**src/rtl/stall_mem_responder.sv**
```systemverilog
// Multi-cycle data-memory responder: accepts one read or write at a time, stalls the
// requester while the access is in flight, and pulses Done a fixed LATENCY cycles later.
module stall_mem_responder #(
  parameter int unsigned LATENCY    = 4,
  parameter int unsigned DEPTH_LOG2 = 8
) (
  input  logic        clk,
  input  logic        rst,
  input  logic [15:0] Addr,
  input  logic [15:0] DataIn,
  input  logic        Rd,
  input  logic        Wr,
  output logic [15:0] DataOut,
  output logic        Done,
  output logic        Stall,
  output logic        Err
);

  typedef enum logic [1:0] {StIdle, StBusy, StResp} state_e;

  state_e                state_q, state_d;
  logic [3:0]            cnt_q, cnt_d;
  logic [DEPTH_LOG2-1:0] idx_q, idx_d;
  logic [15:0]           wdata_q, wdata_d;
  logic                  wr_q, wr_d;

  logic [15:0] mem [2**DEPTH_LOG2];

  logic                  can_take, accept, reject, enter_resp;
  logic [DEPTH_LOG2-1:0] req_idx, cm_idx;
  logic [15:0]           cm_data;
  logic                  cm_wr;
  logic [15:0]           dout_d;
  logic                  done_d, err_d;

  // Address bits above the array index alias; they are deliberately dropped.
  logic unused_addr;
  if (DEPTH_LOG2 < 15) begin : g_addr_hi
    assign unused_addr = ^Addr[15:DEPTH_LOG2+1];
  end else begin : g_addr_full
    assign unused_addr = 1'b0;
  end

  assign req_idx  = Addr[DEPTH_LOG2:1];
  assign can_take = (state_q != StBusy);
  assign accept   = can_take & (Rd ^ Wr) & ~Addr[0];
  assign reject   = can_take & (Rd | Wr) & ~accept;
  assign Stall    = (state_q == StBusy);

  // State register and registered outputs.
  always_ff @(posedge clk) begin
    if (!rst) begin
      state_q <= StIdle;
      cnt_q   <= '0;
      idx_q   <= '0;
      wdata_q <= '0;
      wr_q    <= 1'b0;
      DataOut <= '0;
      Done    <= 1'b0;
      Err     <= 1'b0;
    end else begin
      state_q <= state_d;
      cnt_q   <= cnt_d;
      idx_q   <= idx_d;
      wdata_q <= wdata_d;
      wr_q    <= wr_d;
      DataOut <= dout_d;
      Done    <= done_d;
      Err     <= err_d;
    end
  end

  // Array is not cleared by reset; a write pending at a reset edge is dropped.
  always_ff @(posedge clk) begin
    if (rst && enter_resp && cm_wr) begin
      mem[cm_idx] <= cm_data;
    end
  end

  // Next-state logic.
  always_comb begin
    state_d = state_q;
    cnt_d   = cnt_q;
    idx_d   = idx_q;
    wdata_d = wdata_q;
    wr_d    = wr_q;
    unique case (state_q)
      StIdle, StResp: begin
        if (accept) begin
          state_d = (LATENCY > 1) ? StBusy : StResp;
        end else begin
          state_d = StIdle;
        end
      end
      StBusy: begin
        if (cnt_q == 4'd1) begin
          state_d = StResp;
        end
      end
      default: state_d = StIdle;
    endcase
    if (accept) begin
      cnt_d   = 4'(LATENCY - 1);
      idx_d   = req_idx;
      wdata_d = DataIn;
      wr_d    = Wr;
    end else if (state_q == StBusy) begin
      cnt_d = cnt_q - 4'd1;
    end
  end

  // Output logic. With LATENCY=1 the accepting edge is also the commit edge, so the
  // commit uses the live request rather than the latched copy.
  always_comb begin
    enter_resp = (state_d == StResp);
    cm_idx     = accept ? req_idx : idx_q;
    cm_data    = accept ? DataIn : wdata_q;
    cm_wr      = accept ? Wr : wr_q;
    done_d     = enter_resp;
    err_d      = reject;
    dout_d     = '0;
    if (enter_resp && !cm_wr) begin
      dout_d = mem[cm_idx];
    end
  end

endmodule
```
**config.mk**
```make
export PLATFORM = sky130hd
export DESIGN_NAME = stall_mem_responder
export DESIGN_NICKNAME = d
export VERILOG_FILES = /design/src/rtl/stall_mem_responder.sv
export SDC_FILE = /design/constraint.sdc
export NUM_CORES = 2
export LEC_CHECK = 0
export ABC_CLOCK_PERIOD_IN_PS = 7550
export BUFFER_PORTS_ARGS = -buffer_cell sky130_fd_sc_hd__buf_4
export CAP_MARGIN = 20
export CORE_MARGIN = 5
export CORE_UTILIZATION = 40
export CTS_CLUSTER_SIZE = 30
export DETAILED_ROUTE_END_ITERATION = 10
export GPL_ROUTABILITY_DRIVEN = 0
export PLACE_DENSITY = 0.62
export SYNTH_ARGS = -nofsm -noshare
export SYNTH_HDL_FRONTEND = slang
export SYNTH_SLANG_ARGS = --single-unit
```
**constraint.sdc**
```tcl
create_clock -name clk -period 7.55 [get_ports clk]
set_input_delay 1.51 -clock clk [delete_from_list [all_inputs] [get_ports clk]]
set_output_delay 1.51 -clock clk [all_outputs]
set_load 0.01 [all_outputs]
```
==> results by group <==
Synthesis
  • Post-synthesis mux area share: 3.29%
  • Largest family of logic cells by synthesized area: simple AND/OR/NAND/NOR gates
  • Synth Flop Type: edfxtp_1
  • Avg Cell Area, Syn: 14.4 um2
  • Yosys top cell area share: 73.8%
  • Ys async rst share: 0%
  • Post-synthesis xor/xnor area fraction: 0%
  • Post-synthesis compound-gate area fraction: 9.28%
  • Synth area leader: edfxtp_1
  • Simple-Gate Fraction of Synth Area: 10.7%
  • EDFF count, synth: 4,096
  • Mapped Nets: 11,600
  • Post-synthesis adder-cell area fraction: 0.0225%
  • Post-synthesis sequential area ratio: 74.4%
  • Warnings from Yosys: 0
  • Synth Register Bits: 4,145
  • Yosys cell types: 83
  • Post-Syn Area: 167,000 um2
  • Largest cells by area after synthesis: edfxtp_1 74%, nand2_1 4.4%, a211oi_1 3.0%, mux2i_1 2.1%, nand3_1 2.1%
  • Mapped Cells: 11,600

Worst setup path
  • Worst Setup Path Type: in2reg
  • Critical path launch point type: input pin
  • Crit. End Element: flop
  • Worst Path Arrival: 7.03 ns
  • CP Max Fanout: 23
  • Required @ worst endpoint: 8.41 ns

STA
  • Fin Setup TNS: 0 ns
  • F_max: 162 MHz
  • Clock skew: 0.0913 ns
  • # setup viols final: 0
  • Worst Tran Pin Value: 1.48 ns
  • Slew margin rel.: 1.48%
  • Hold Vio Cnt, Final: 0
  • Final Cycle Share: 81.7%
  • Max Slew Vio Count: 0
  • RSZ-0062 raised after global routing: false
  • Fin crit period: 6.17 ns

Die
  • Rows: 237
  • Die ar.: 430,000 um2
  • Initial core utilization: 40.1%
  • Die W: 655 um
  • Die Ht: 655 um
  • Top-Level Pins: 55
  • Core area: 416,000 um2

Power
  • Flop pwr share: 50.9%
  • Pint: 38.1 mW
  • Cell Pwr Density: 265 nW/um2
  • Max VDD drop: 0.215 mV
  • Net Sw Frac: 24.4%
  • Comb power frac: 9.2%
  • Clk pwr share: 39.9%
  • Power, Total: 50.4 mW
  • Lkg Pwr: 64.5 nW
  • Switch Pwr: 12.3 mW

Global route
  • Tot GR Track Use: 22.9%
  • Initial antenna violation count: 25
  • Grt total ovfl: 0
  • Pin count of the biggest net entering global routing: 181
  • First-pass GRT wire length: 723,000 um
  • Vias in the first global route: 99,000

Layout
  • FILL cells: 36,000
  • Finished Cell Area: 190,000 um2
  • Final core occ: 45.7%
  • Fraction of layout cells with a size suffix above 1: 12.5%
  • NumNets Final: 11,800
  • Synth-to-Final Area Change: 14.1%

Drt
  • Initial DRC count: 14,100
  • Final ANT Viol Nets: 0
  • Drt wl/cell: 28.7 um
  • DRC: 0
  • Routed wire length: 508,000 um
  • DR vias/cell: 5.99
  • Vias: 106,000
  • Drt first pass iters: 8

Clock tree
  • CTS root buf: clkbuf_16
  • Insertion delay to the later sink of the worst-skew pair: 0.98 ns
  • Cts hold-fix bufs: 0
  • CTS Buf Count: 423
  • Worst-path clk slew: 0.06 ns
  • Post-CTS setup buffer count: 0
  • CTS sink count: 4,145
  • Clock buffer depth: 4
  • Post-cts resize count: 0
  • Htree depth: 5
  • TritonCTS clock tree: yes

Hold path
  • Worst Hold Class: reg2reg

Placement
  • Placed instance area: 177,000 um2
  • Final HPWL DP: 301,000 um
  • Input/output buffers: 47

Outcome
  • Run status: finished, final reports clean

Run
  • Max cap viols: 0
[synthesized netlist by cell type, drive strengths merged (5+ instances only)]
master   instances
o22ai          134
a221o           15
nand2b         195
a2111oi         42
mux2            19
o31ai           33
and3           509
a21boi           5
a22oi           79
o2111ai         76
inv             14
and2            30
a211oi         661
clkbuf         544
or3             17
a311o           39
o2bb2ai         14
or2              7
a311oi         188
a21oi          243
nor4            36
nand4           53
o211a            5
nor2b            6
nand3          693
mux4            79
or4             31
nand2         1972
a31oi          264
buf            365
o211ai          48
nor2           301
edfxtp        4096
a32oi           20
dfxtp           49
a221oi          31
nor3            25
a41oi           16
o21ai          217
mux2i          348
o32a            15
[per-layer routing]
metal  up-vias  GRT usage, %  wire [um]
li1      45400             -          -
met1     54000          31.8     202000
met2      5390          34.7     229000
met3       943          5.02      52700
met4         0          9.93      24100
met5         -             0          0
[stage by stage]
step                      hold slack (ns)  instances  setup slack, ns
after CTS                           0.518      17600             1.55
after global routing                0.542      17700             1.34
after global placement              0.479      16900            0.318
final                               0.518      17700             1.38
after floorplan                     0.452      11600            0.276
after detailed placement            0.507      16900            0.520
[final timing paths]
kind | from | depth (start not counted) | slack, ns | endpoint
worst max-delay path | Wr | 14 | 1.38 | DataOut[10]
worst min-delay path | wr_q | 2 | 0.52 | wr_q
worst max register to register | state_q[1] | 13 | 1.94 | DataOut[2]
worst min register to register | wr_q | 2 | 0.52 | wr_q
[sequential cells by signal, summed over array words and instances, names as in the netlist]
register	flops
idx_q	8
mem	4096
Err	1
cnt_q	4
state_q	2
DataOut	16
Done	1
wr_q	1
wdata_q	16
[power groups by stage]
stage,logic (mW),registers (mW),clock network (mW)
3_5_place_dp,4.58,26.1,0
3_3_place_gp,4.53,26.1,0
6_report,4.66,25.6,20.1
2_1_floorplan,2.51,26.3,0
4_1_cts,4.59,25.6,20.3
5_1_grt,4.87,25.6,21.3
[cells in the final DEF (no fill, tap or decap), types with 48 or more instances in the layout]
master and count:
nand3_1 673, o22ai_1 130, a21oi_1 240, clkinv_2 70
a22oi_1 78, o21ai_0 211, o2111ai_1 76, and3_1 507
clkbuf_16 427, edfxtp_1 4096, a211oi_1 659, a311oi_1 188
dfxtp_1 48, nand2_1 1949, mux2i_1 346, nand4_1 52
mux4_2 79, clkinv_1 114, a31oi_1 264, buf_12 89
clkbuf_1 96, nor2_1 266, buf_4 619, nand2b_1 193
[layout make-up]
cell class / count / area, um2 / area share, %
well taps: 5497 / 6880 / 3.62
flip-flops and latches: 4145 / 124000 / 65.2
diodes: 13 / 32.5 / 0.0171
multi-input cells: 6506 / 39500 / 20.8
clock inverters: 245 / 2090 / 1.10
inverters: 14 / 55.1 / 0.0290
repair buffers: 712 / 6470 / 3.40
clock buffers: 530 / 11100 / 5.86
[critical path, cell delays in order]
cell and delay (ns):
buf_4 0.09, inv_1 0.04, ha_1 0.52, nor2b_4 0.40, buf_4 0.39, a21boi_1 0.33, or2_2 0.68, nand2_2 0.69
buf_12 0.29, a311oi_1 0.09, a221oi_1 0.78, o2111ai_1 0.49, o41ai_1 0.54, o21ai_1 0.11
[kinds of logic after synthesis]
family,count (synthesis)
flops,4145
mux,446
buf+inv,923
fa+ha+maj,3
simple gates,3880
compound gates,2177
No activity file was read; power rests on OpenSTA's default activity.
